$ cat src/rtl/spi_slave_word.sv
// SPI slave with one-word transmit holding register, parameterised word width,
// clock polarity/phase and bit order. All logic runs on clk; SPI pins are oversampled.
module spi_slave_word #(
  parameter int unsigned WIDTH     = 8,
  parameter bit          CPOL      = 1'b0,
  parameter bit          CPHA      = 1'b0,
  parameter bit          MSB_FIRST = 1'b1
) (
  input  logic             clk,
  input  logic             ar,
  input  logic             sck,
  input  logic             cs_n,
  input  logic             mosi,
  output logic             miso,
  input  logic [WIDTH-1:0] tx_data,
  input  logic             tx_valid,
  output logic             tx_ready,
  output logic [WIDTH-1:0] rx_data,
  output logic             rx_valid,
  output logic             tx_underrun,
  output logic             frame_abort,
  output logic             busy
);

  localparam int unsigned CTR_W = $clog2(WIDTH);
  localparam logic [CTR_W-1:0] LAST_BIT = CTR_W'(WIDTH - 1);

  typedef enum logic {S_IDLE, S_ACTIVE} state_t;

  state_t           r_state, w_state_nxt;
  logic [2:0]       r_sck_s, r_cs_s;
  logic [1:0]       r_mosi_s;
  logic [CTR_W-1:0] r_bit_ctr, w_bit_ctr_nxt;
  logic [WIDTH-1:0] r_rx_shift, w_rx_shift_nxt;
  logic [WIDTH-1:0] r_tx_shift, w_tx_shift_nxt;
  logic [WIDTH-1:0] r_hold, w_hold_nxt;
  logic             r_hold_full, w_hold_full_nxt;
  logic             r_word_seen, w_word_seen_nxt;
  logic [WIDTH-1:0] r_rx_data, w_rx_data_nxt;
  logic             r_rx_valid, w_rx_valid_nxt;
  logic             r_underrun, w_underrun_nxt;
  logic             r_abort, w_abort_nxt;
  logic             r_miso, r_busy, r_tx_ready;
  logic             w_load;

  // Edges come from synchroniser stages 2 and 3; MOSI stage 2 lines up with them.
  logic w_sck_rise, w_sck_fall, w_cs_rise, w_cs_fall;
  logic w_lead, w_trail, w_sample_edge, w_shift_edge;
  logic w_mosi_s, w_tx_fire;
  logic [WIDTH-1:0] w_rx_shifted, w_tx_shifted;

  assign w_sck_rise    = r_sck_s[1] & ~r_sck_s[2];
  assign w_sck_fall    = ~r_sck_s[1] & r_sck_s[2];
  assign w_cs_rise     = r_cs_s[1] & ~r_cs_s[2];
  assign w_cs_fall     = ~r_cs_s[1] & r_cs_s[2];
  assign w_lead        = CPOL ? w_sck_fall : w_sck_rise;
  assign w_trail       = CPOL ? w_sck_rise : w_sck_fall;
  assign w_sample_edge = CPHA ? w_trail : w_lead;
  assign w_shift_edge  = CPHA ? w_lead : w_trail;
  assign w_mosi_s      = r_mosi_s[1];
  assign w_tx_fire     = tx_valid & r_tx_ready;

  assign w_rx_shifted = MSB_FIRST ? {r_rx_shift[WIDTH-2:0], w_mosi_s}
                                  : {w_mosi_s, r_rx_shift[WIDTH-1:1]};
  assign w_tx_shifted = MSB_FIRST ? {r_tx_shift[WIDTH-2:0], 1'b0}
                                  : {1'b0, r_tx_shift[WIDTH-1:1]};

  // Next-state and datapath; a cs_n rise masks any SCK edge in the same cycle.
  always_comb begin
    w_state_nxt     = r_state;
    w_bit_ctr_nxt   = r_bit_ctr;
    w_rx_shift_nxt  = r_rx_shift;
    w_tx_shift_nxt  = r_tx_shift;
    w_hold_nxt      = r_hold;
    w_hold_full_nxt = r_hold_full;
    w_word_seen_nxt = r_word_seen;
    w_rx_data_nxt   = r_rx_data;
    w_rx_valid_nxt  = 1'b0;
    w_underrun_nxt  = 1'b0;
    w_abort_nxt     = 1'b0;
    w_load          = 1'b0;

    case (r_state)
      S_IDLE: begin
        if (w_cs_fall) begin
          w_state_nxt     = S_ACTIVE;
          w_bit_ctr_nxt   = '0;
          w_word_seen_nxt = 1'b0;
          w_load          = !CPHA;
        end
      end
      S_ACTIVE: begin
        if (w_cs_rise) begin
          w_state_nxt   = S_IDLE;
          w_bit_ctr_nxt = '0;
          w_abort_nxt   = (r_bit_ctr != '0);
        end else if (w_sample_edge) begin
          w_rx_shift_nxt = w_rx_shifted;
          if (r_bit_ctr == LAST_BIT) begin
            w_rx_data_nxt   = w_rx_shifted;
            w_rx_valid_nxt  = 1'b1;
            w_bit_ctr_nxt   = '0;
            w_word_seen_nxt = 1'b1;
          end else begin
            w_bit_ctr_nxt = r_bit_ctr + CTR_W'(1);
          end
        end else if (w_shift_edge) begin
          if ((r_bit_ctr == '0) && (CPHA || r_word_seen)) begin
            w_load = 1'b1;
          end else begin
            w_tx_shift_nxt = w_tx_shifted;
          end
        end
      end
      default: w_state_nxt = S_IDLE;
    endcase

    // A handshake coinciding with a load bypasses the (empty) holding register.
    if (w_load) begin
      if (r_hold_full) begin
        w_tx_shift_nxt  = r_hold;
        w_hold_full_nxt = 1'b0;
      end else if (w_tx_fire) begin
        w_tx_shift_nxt = tx_data;
      end else begin
        w_tx_shift_nxt = '0;
        w_underrun_nxt = 1'b1;
      end
    end else if (w_tx_fire) begin
      w_hold_nxt      = tx_data;
      w_hold_full_nxt = 1'b1;
    end
  end

  always_ff @(posedge clk or posedge ar) begin
    if (ar) begin
      r_sck_s     <= '0;
      r_cs_s      <= '0;
      r_mosi_s    <= '0;
      r_state     <= S_IDLE;
      r_bit_ctr   <= '0;
      r_rx_shift  <= '0;
      r_tx_shift  <= '0;
      r_hold      <= '0;
      r_hold_full <= 1'b0;
      r_word_seen <= 1'b0;
      r_rx_data   <= '0;
      r_rx_valid  <= 1'b0;
      r_underrun  <= 1'b0;
      r_abort     <= 1'b0;
      r_miso      <= 1'b0;
      r_busy      <= 1'b0;
      r_tx_ready  <= 1'b1;
    end else begin
      r_sck_s     <= {r_sck_s[1:0], sck};
      r_cs_s      <= {r_cs_s[1:0], cs_n};
      r_mosi_s    <= {r_mosi_s[0], mosi};
      r_state     <= w_state_nxt;
      r_bit_ctr   <= w_bit_ctr_nxt;
      r_rx_shift  <= w_rx_shift_nxt;
      r_tx_shift  <= w_tx_shift_nxt;
      r_hold      <= w_hold_nxt;
      r_hold_full <= w_hold_full_nxt;
      r_word_seen <= w_word_seen_nxt;
      r_rx_data   <= w_rx_data_nxt;
      r_rx_valid  <= w_rx_valid_nxt;
      r_underrun  <= w_underrun_nxt;
      r_abort     <= w_abort_nxt;
      r_miso      <= (w_state_nxt == S_ACTIVE) &&
                     (MSB_FIRST ? w_tx_shift_nxt[WIDTH-1] : w_tx_shift_nxt[0]);
      r_busy      <= (w_state_nxt == S_ACTIVE);
      r_tx_ready  <= ~w_hold_full_nxt;
    end
  end

  assign miso        = r_miso;
  assign busy        = r_busy;
  assign tx_ready    = r_tx_ready;
  assign rx_data     = r_rx_data;
  assign rx_valid    = r_rx_valid;
  assign tx_underrun = r_underrun;
  assign frame_abort = r_abort;

endmodule

$ cat config.mk
export PLATFORM = sky130hd
export DESIGN_NAME = spi_slave_word
export DESIGN_NICKNAME = d
export VERILOG_FILES = /design/src/rtl/spi_slave_word.sv
export SDC_FILE = /design/constraint.sdc
export NUM_CORES = 1
export LEC_CHECK = 0
export BUFFER_PORTS_ARGS = -buffer_cell sky130_fd_sc_hd__buf_2
export CORE_MARGIN = 2
export CORE_UTILIZATION = 50
export CTS_BUF_LIST = sky130_fd_sc_hd__clkbuf_4 sky130_fd_sc_hd__clkbuf_8
export DETAILED_ROUTE_END_ITERATION = 10
export HOLD_SLACK_MARGIN = 0.15
export PLACE_DENSITY = 0.71
export SETUP_SLACK_MARGIN = 0.1
export SLEW_MARGIN = 20
export SYNTH_ARGS = -nofsm -noshare
export SYNTH_HDL_FRONTEND = slang
export SYNTH_SLANG_ARGS = --single-unit
$ cat constraint.sdc
create_clock -name clk -period 3.1 [get_ports clk]
set_input_delay 0.155 -clock clk [delete_from_list [all_inputs] [get_ports clk]]
set_output_delay 0.155 -clock clk [all_outputs]
set_load 0.05 [all_outputs]
* Word level (Yosys, flattened, before mapping) *
Cells that the tools add are included.
W data, S select, Z words.

operators by class
  $add $sub $neg = 1
  multiply operators = 0
  divide/modulo/power cells = 0
  magnitude comparators = 0
  eq/ne operators = 9
  shift operators = 0
  mux-type cells = 37
  bitwise operators = 13
  reduce and logical (&&, ||, !) cells = 12

operators by type and width
  kind                   count
  $mux W8                8
  $mux W1                21
  $mux W3                4
  $ne A2 B2 Y1 const B   5
  $not A1 Y1             8
  $reduce_and A4 Y1      2
  $pmux W1 S2            3
  $pmux W3 S2            1
  $and A1 B1 Y1          5
  $reduce_and A5 Y1      1
  $ne A2 B1 Y1 const B   2
  $reduce_and A2 Y1      2
  $reduce_bool A2 Y1     2
  $add A3 B1 Y3 const B  1
  $eq A3 B3 Y1 const B   1
  $logic_not A3 Y1       1
  $ne A3 B1 Y1 const B   1
  $reduce_and A3 Y1      1
  $reduce_bool A3 Y1     1
  $logic_and A1 B1 Y1    2

storage, ports and cells
  register bits = 50
  latch bits = 0
  bits in writable memories = 0
  memory bits (read-only) = 0
  output and inout bits = 14
  memories = 0

* Logic depth before layout (Yosys ltp) *
Gate-level depths: netlist of run 1.

  word-level depth = 9
  gate-level depth with buffers = 7
  mapped depth without buffers = 6

* Worst setup path after synthesis of run 1 *
OpenSTA, ideal clock, no wires.

  path type = flip-flop to flip-flop
  start = register, netlist name busy
  end = register r_rx_data[0], in the netlist rx_data[0]
  library setup time = 0.125 ns
  data arrival time = 1.625 ns
  setup slack = 1.349 ns
  stages on the path, launching flop included = 6
  cells stage by stage = dfrtp_1 -> buf_2 -> and3_4 -> buf_8 -> nand2_8 -> mux2_4

RTL lines
  what                  line  text
  end signal, assigned  165   r_rx_data <= w_rx_data_nxt;
  end, declared         39    logic [WIDTH-1:0] r_rx_data, w_rx_data_nxt;

* Worst setup path in the final report of run 1 *
  start = register r_bit_ctr[0]
  end = register r_hold[4]

between the ends
  word-level cells in the longest chain between the ends = 9

RTL lines
  what                                line  text
  start, declared                     33    logic [CTR_W-1:0] r_bit_ctr, w_bit_ctr_nxt;
  start signal, assigned              159   r_bit_ctr <= w_bit_ctr_nxt;
  $logic_not A3 Y1                    108   if ((r_bit_ctr == '0) && (CPHA || r_word_seen)) begin
  $logic_and A1 B1 Y1                 108
  $mux W1                             108
  $mux W1                             107   end else if (w_shift_edge) begin
  $mux W1                             97    end else if (w_sample_edge) begin
  $mux W1                             93    if (w_cs_rise) begin
  $pmux W1 S2                         83    case (r_state)
  $not A1 Y1 (no source line)         -
  $reduce_and A2 Y1 (no source line)  -
  end signal, assigned                162   r_hold <= w_hold_nxt;
  end, declared                       36    logic [WIDTH-1:0] r_hold, w_hold_nxt;

Every way passes these cells.
A chain may end at the register's enable or synchronous reset.

==> impl_results.md, run 1 <==
* Status: finished clean
* Crit path DAT at 2150 ps
* Max stage delay on crit path at 430 ps
* Via count at 1369
* Yosys top cell by area: dfrtp_1
* Syn_nets at 187
* Crit path from: r_bit_ctr[0]
* Total wire length at 3580 µm
* Cell family with most CP delay: compound AO/OA/AOI/OAI gates
* Peak Freq at 509 MHz
* Netlist Area Pre-Place at 2130 µm²
* Setup Skew at 6.12 ps
* CTS tree: yes
* Row count at 23
* Clk slew on worst S/H paths at 90 ps
* Max Slew Vio Count at 0
* Diodes inserted at 0
* Post-synth EDFFs at 0
* Post-synth top flop: dfrtp_1
* Crit path time final at 1960 ps
* Leak at 1.25 nW
* Final net count at 227
* #FFs+latches synth at 50
* Layout cells sized above 1 at 29.4%
* FFs w/ async S/R, synth at 100%
* # Max-Cap Violations at 0
* Setup TNS at 0 ps
* Worst-margin pin slew at 825 ps
* CP max FO at 12
* VDD IR max at 446 µV
* Top post-synthesis cells by area: dfrtp_1, mux2_4, nand2_1
* Die Span X at 69.3 µm
* CP Capture Point: r_hold[4]
* Router iterations before antenna repair at 4
* Finished Core Util at 61.8%
* Post-DP HPWL at 2510 µm
* Pre-CTS WS at 1170 ps
* Fin crit share at 63.3%
* Min-delay worst type: in -> reg
* RSZ-0062 raised after global routing: no
* Worst path required time at 3280 ps
* Worst path depth at 6
* Area growth syn-to-layout at 17.5%
* Placer Congestion at 0.799
* Worst skew pair latency at 290 ps
* Reg-to-Reg End: r_hold[4]
* Vias in the first global route at 1307
* Total power at 1.66 mW
* R2R depth at 6
* Post-DRT Antenna Nets at 0
* IO Pins at 28
* Distinct cells, synth at 35
* Max-Slew Margin vs Limit at 44.9%
* First-pass GRT wire length at 6200 µm
* # setup viols final at 0
* Initial core utilization at 52.6%
* Top cells by count, synth: dfrtp_1, nand2_1, mux2_4
* Via/cell ratio at 5.25
* Critical path class: reg -> reg
* Critical path buffers and inverters at 1
* Resized cells post-CTS at 0
* Largest net degree at the start of global routing at 51
* # clock sinks at 50
* Total gr overflow at 0
* IO Port Bufs at 27
* Element type at the critical path end: register
* Die area at 4810 µm²
* Initial antenna violation count at 0
* Final hold violation count at 0
* Final WS setup at 1140 ps
* DR iter-0 viols at 91
* Syn Area/Cell at 12.5 µm²
* Yosys warnings at 0
* Pwr dens at 661 nW/µm²
* Fillers at 320
* H-tree Lvls at 2
* FF-to-FF setup slack at 1140 ps
* Core box area at 4060 µm²
* CTS Buf Count at 5
* Total Routing Usage GR at 16.2%
* Wire per inst at 13.7 µm
* Critical-path cell list: inv_1, ha_1, and3b_1, a41oi_4, nand2_4, mux2_4
* Root buf cell: clkbuf_8
* CP max-delay cell: a41oi_4
* Cells after synthesis at 170
* Top cell type's share of synthesized area at 57.5%
* CP Launch Type: register
* DIE HEIGHT at 69.3 µm
* R2R Path Start: r_bit_ctr[0]
* CTS max path bufs at 2
* Residual DRC count at 0
* Count leader, synth: dfrtp_1
* Share of the yosys chip area belonging to registers at 58.7%
[repair_timing]
item,4_1_cts,5_1_grt
buffers inserted,0,0
hold endpoints to repair,60,0
setup endpoints to repair,0,0
hold buffers,12,0
[through the flow]
stage | hold WS (ps) | std cells | cell area (µm²)
floorplan | 186 | 170 | 2130
global placement | 263 | 241 | 2290
detailed placement | 265 | 241 | 2290
CTS | 331 | 261 | 2510
global route | 370 | 261 | 2510
finish | 344 | 261 | 2510
[where the power goes]
group	internal (mW)	leakage, nW	switching (mW)	total (mW)
logic	0.183	0.581	0.174	0.357
registers	0.800	0.623	0.118	0.918
clock network	0.179	0.0472	0.203	0.383
total	1.16	1.25	0.495	1.66
[cell usage in the layout, fill, tap and decap left out, drive strengths merged, types with 2 or more instances in the layout]
cell         count
dfrtp           49
nand2           27
buf             27
nand2b           2
inv              5
nor2b            8
o21ai            5
clkinv           2
nand3            3
o22ai            8
ha               3
clkbuf           6
a22o             2
a221oi           6
mux2            17
and3             2
nor2             7
a21oi           10
dlygate4sd3     12
[per-layer routing]
metal | global-route usage [%] | wire (µm)
met3 | 4.36 | 139
met2 | 26.4 | 1790
met5 | 0 | 0
met1 | 21.0 | 1600
met4 | 5.23 | 48
[flip-flops by register name, summed over array words and instances (netlist names)]
signal,count
r_hold_full,1
miso,1
r_bit_ctr,3
tx_underrun,1
r_mosi_s,2
r_rx_shift,7
busy,1
rx_data,8
frame_abort,1
r_tx_shift,8
r_cs_s,3
r_sck_s,3
r_word_seen,1
rx_valid,1
r_hold,8
tx_ready,1
[worst min-delay path, cell delays in order]
cell	delay (ps)
buf_2	110
nand3_1	70
nor2_1	40
a21oi_1	130
o22ai_1	90
[logic make-up after synthesis]
group,share of synthesized area (%)
buffers and inverters,2.93
AO/OA/AOI/OAI,10.7
flip-flops,58.7
multiplexers,11.8
adder cells (fa/ha/maj),1.76
AND/OR/NAND/NOR,14.1
[worst min-delay path by stage]
stage | startpoint | end | cells past startpoint
after floorplan | cs_n | r_cs_s[0] | 0
after global placement | mosi | r_mosi_s[0] | 1
after detailed placement | sck | r_sck_s[0] | 1
after CTS | tx_valid | r_tx_shift[0] | 5
after global routing | r_sck_s[0] | r_sck_s[1] | 0
final | tx_valid | r_tx_shift[0] | 5
[final cells by class]
cell class	count	area (µm²)	area share (%)
Timing Repair Buffer	39	255	10.2
Inverter	6	23.8	0.948
Clock buffer	6	82.6	3.29
Clock inverter	2	12.5	0.499
Tap cell	50	62.6	2.50
Sequential cell	50	1250	50.0
Multi-Input combinational cell	108	818	32.6
(Power assumes the default switching activity.)
==> inputs of run 2 (changes only) <==
Settings changed: ABC_AREA from default to 1, PLACE_DENSITY 0.71 to 0.73.
Clock period 3.1 ns to 1.7 ns, I/O delays scaled along.
==> run 2 against run 1 <==
Synthesized cell count increased by 39%. Global-route usage increased by 1.8 points. Register-to-register slack got worse by 950 ps. Setup slack got worse by 950 ps. Combinational power increased by 120%. Sequential share of layout area decreased by 2.1 points. Sequential power increased by 78%. Count of clock-buffer cells in the layout decreased by 1. Final cell count increased by 28%. Die area increased by 1.5%. Via count increased by 20%. Fmax increased by 30%.
==> impl_results.md, run 2 <==
* Fin crit share at 89.2%
* # setup viols final at 0
* Hold endpoint: r_hold[5]
* FFs w/ async S/R, synth at 100%
* Clk slew on worst S/H paths at 100 ps
* Hold_ws at 307 ps
* Post-DP HPWL at 2790 µm
* R2R depth at 8
* Post-DRT Antenna Nets at 0
* DIE HEIGHT at 69.8 µm
* #FFs+latches synth at 50
* Top post-synthesis cells by area: dfrtp_1, nand2_1, nor2_1
* Initial antenna violation count at 0
* Yosys top cell by area: dfrtp_1
* Count leader, synth: nand2_1
* Cell area after placement at 2360 µm²
* Syn_nets at 254
* Syn Area/Cell at 9.14 µm²
* Netlist Area Pre-Place at 2170 µm²
* CP Launch Type: register
* Worst path required time at 1900 ps
* Via/cell ratio at 4.89
* Residual DRC count at 0
* Wire per inst at 12.4 µm
* CTS max path bufs at 2
* Final WS setup at 184 ps
* R2R Path Start: r_bit_ctr[0]
* IO Pins at 28
* Final cell count without fillers at 335
* RSZ-0062 raised after global routing: no
* CTS Buf Count at 5
* DR iter-0 viols at 126
* Pre-CTS WS at 154 ps
* Element type at the critical path end: register
* Yosys warnings at 0
* Final instance area at 2620 µm²
* Final net count at 301
* Layout cells sized above 1 at 23.9%
* Most common cell after layout, fill and taps aside: nand2_1
* Distinct cells, synth at 31
* Worst hold path startpoint: tx_valid
* Fillers at 344
* Crit path time final at 1520 ps
* Via count at 1637
* H-tree Lvls at 2
* Critical-path cell list: inv_1, ha_2, nand3_2, o21ai_4, buf_4, a21oi_4, nand2_1, nand2_1
* Setup TNS at 0 ps
* Largest net degree at the start of global routing at 25
* Root buf cell: clkbuf_8
* Max-Slew Margin vs Limit at 68.5%
* Setup Skew at 12.4 ps
* Total gr overflow at 0
* Final hold violation count at 0
* Placer Congestion at 0.781
* FF-to-FF setup slack at 180 ps
* CTS tree: yes
* Initial core utilization at 53.0%
* Cell family with most CP delay: flip-flops
* Core box area at 4090 µm²
* Commonest cells after routing, fill and taps aside: nand2_1, dfrtp_1, nor2_1
* Die area at 4880 µm²
* Total Routing Usage GR at 17.9%
* Reg-to-Reg End: r_tx_shift[3]
* Post-synth top flop: dfrtp_1
* CP max-delay cell: dfrtp_1
* VDD IR max at 808 µV
* Peak Freq at 660 MHz
* Top cells by count, synth: nand2_1, dfrtp_1, nor2_1
* Vias in the first global route at 1658
* Row count at 23
* Max stage delay on crit path at 390 ps
* Die Span X at 69.8 µm
* # clock sinks at 50
* First-pass GRT wire length at 7110 µm
* Top cell type's share of synthesized area at 56.6%
* Min-delay worst type: in -> reg
* Pwr dens at 1210 nW/µm²
* Total power at 3.16 mW
* CP max FO at 8
* Max Slew Vio Count at 0
* Total wire length at 4150 µm
* Finished Core Util at 64.0%
* Critical path class: reg -> reg
* Cells after synthesis at 237
* Worst-margin pin slew at 472 ps
* Dpl cells at 314
* IO Port Bufs at 27
* Router iterations before antenna repair at 4
* Most used cell, CP: nand2_1
* Post-synth EDFFs at 0
* Hold Path Cell Cnt at 4
* Share of the yosys chip area belonging to registers at 57.8%
* Area growth syn-to-layout at 20.7%
* Leak at 1.32 nW
* Diodes inserted at 0
* Status: finished clean
* Critical path buffers and inverters at 2
* Crit path DAT at 1710 ps
* Worst skew pair latency at 310 ps
* # Max-Cap Violations at 0
run 2: cell types whose count changed in the layout (fill, tap and decap cells not counted), moves of 8 or more:
cell     before  now
mux2_4       16    0
inv_1         3   27
o22ai_1       8    0
nor2b_1       8    0
nand2_1      25   57
nor2_1        7   30
o21ai_0       2   23
run 2: per-layer routing:
layer,vias to the layer above,GRT usage [%],part of all wire (%)
met4,0,6.62,1.3
met3,6,4.07,4.5
met5,-,0,0
met2,33,28.3,46
met1,765,24.4,48
li1,833,-,-
run 2: cell families after synthesis:
family                     count (synthesis)  synth area share (%)
buffers and inverters                     37                  7.45
adders and majority gates                  3                  1.73
DFF                                       50                  57.8
and+or+nand+nor                          107                  21.5
AOI/OAI and AO/OA                         40                  11.5
run 2: worst register-to-register path, stage by stage, from the launching register on:
cell and delay [ps]:
dfrtp_1 390, inv_1 90, ha_2 190, nand3_2 130
o21ai_4 260, buf_4 170, a21oi_4 50, nand2_1 70
nand2_1 50
run 2: area by class of cell:
type | count | area [µm²] | area share, %
Clock buffer | 5 | 68.8 | 2.63
Clock inverter | 3 | 28.8 | 1.10
Inverter | 32 | 125 | 4.78
Multi-Input combinational cell | 150 | 778 | 29.7
Sequential cell | 50 | 1250 | 47.9
Tap cell | 50 | 62.6 | 2.39
Timing Repair Buffer | 45 | 300 | 11.5
run 2: report_power, final:
| group | internal (mW) | switching, mW | leakage, nW |
|---|---|---|---|
| combinational | 0.257 | 0.533 | 0.624 |
| sequential | 1.48 | 0.154 | 0.647 |
| clock | 0.308 | 0.428 | 0.0506 |
run 2: worst max-delay path by stage:
stage / start / end / slack, ps / cells past startpoint
detailed placement: r_bit_ctr[0] / r_hold[0] / 150 / 7
global route: r_bit_ctr[0] / r_tx_shift[0] / 80 / 8
finish: r_bit_ctr[0] / r_tx_shift[3] / 180 / 8
global placement: r_bit_ctr[0] / r_hold[0] / 200 / 7
floorplan: busy / miso / 130 / 6
CTS: r_bit_ctr[0] / r_hold[0] / 140 / 7
run 2: repair_timing:
item                       CTS  global route
buffers inserted             0             1
setup endpoints to repair    0            24
hold endpoints to repair    33             0
resized for setup            0             9
hold buffers                12             0
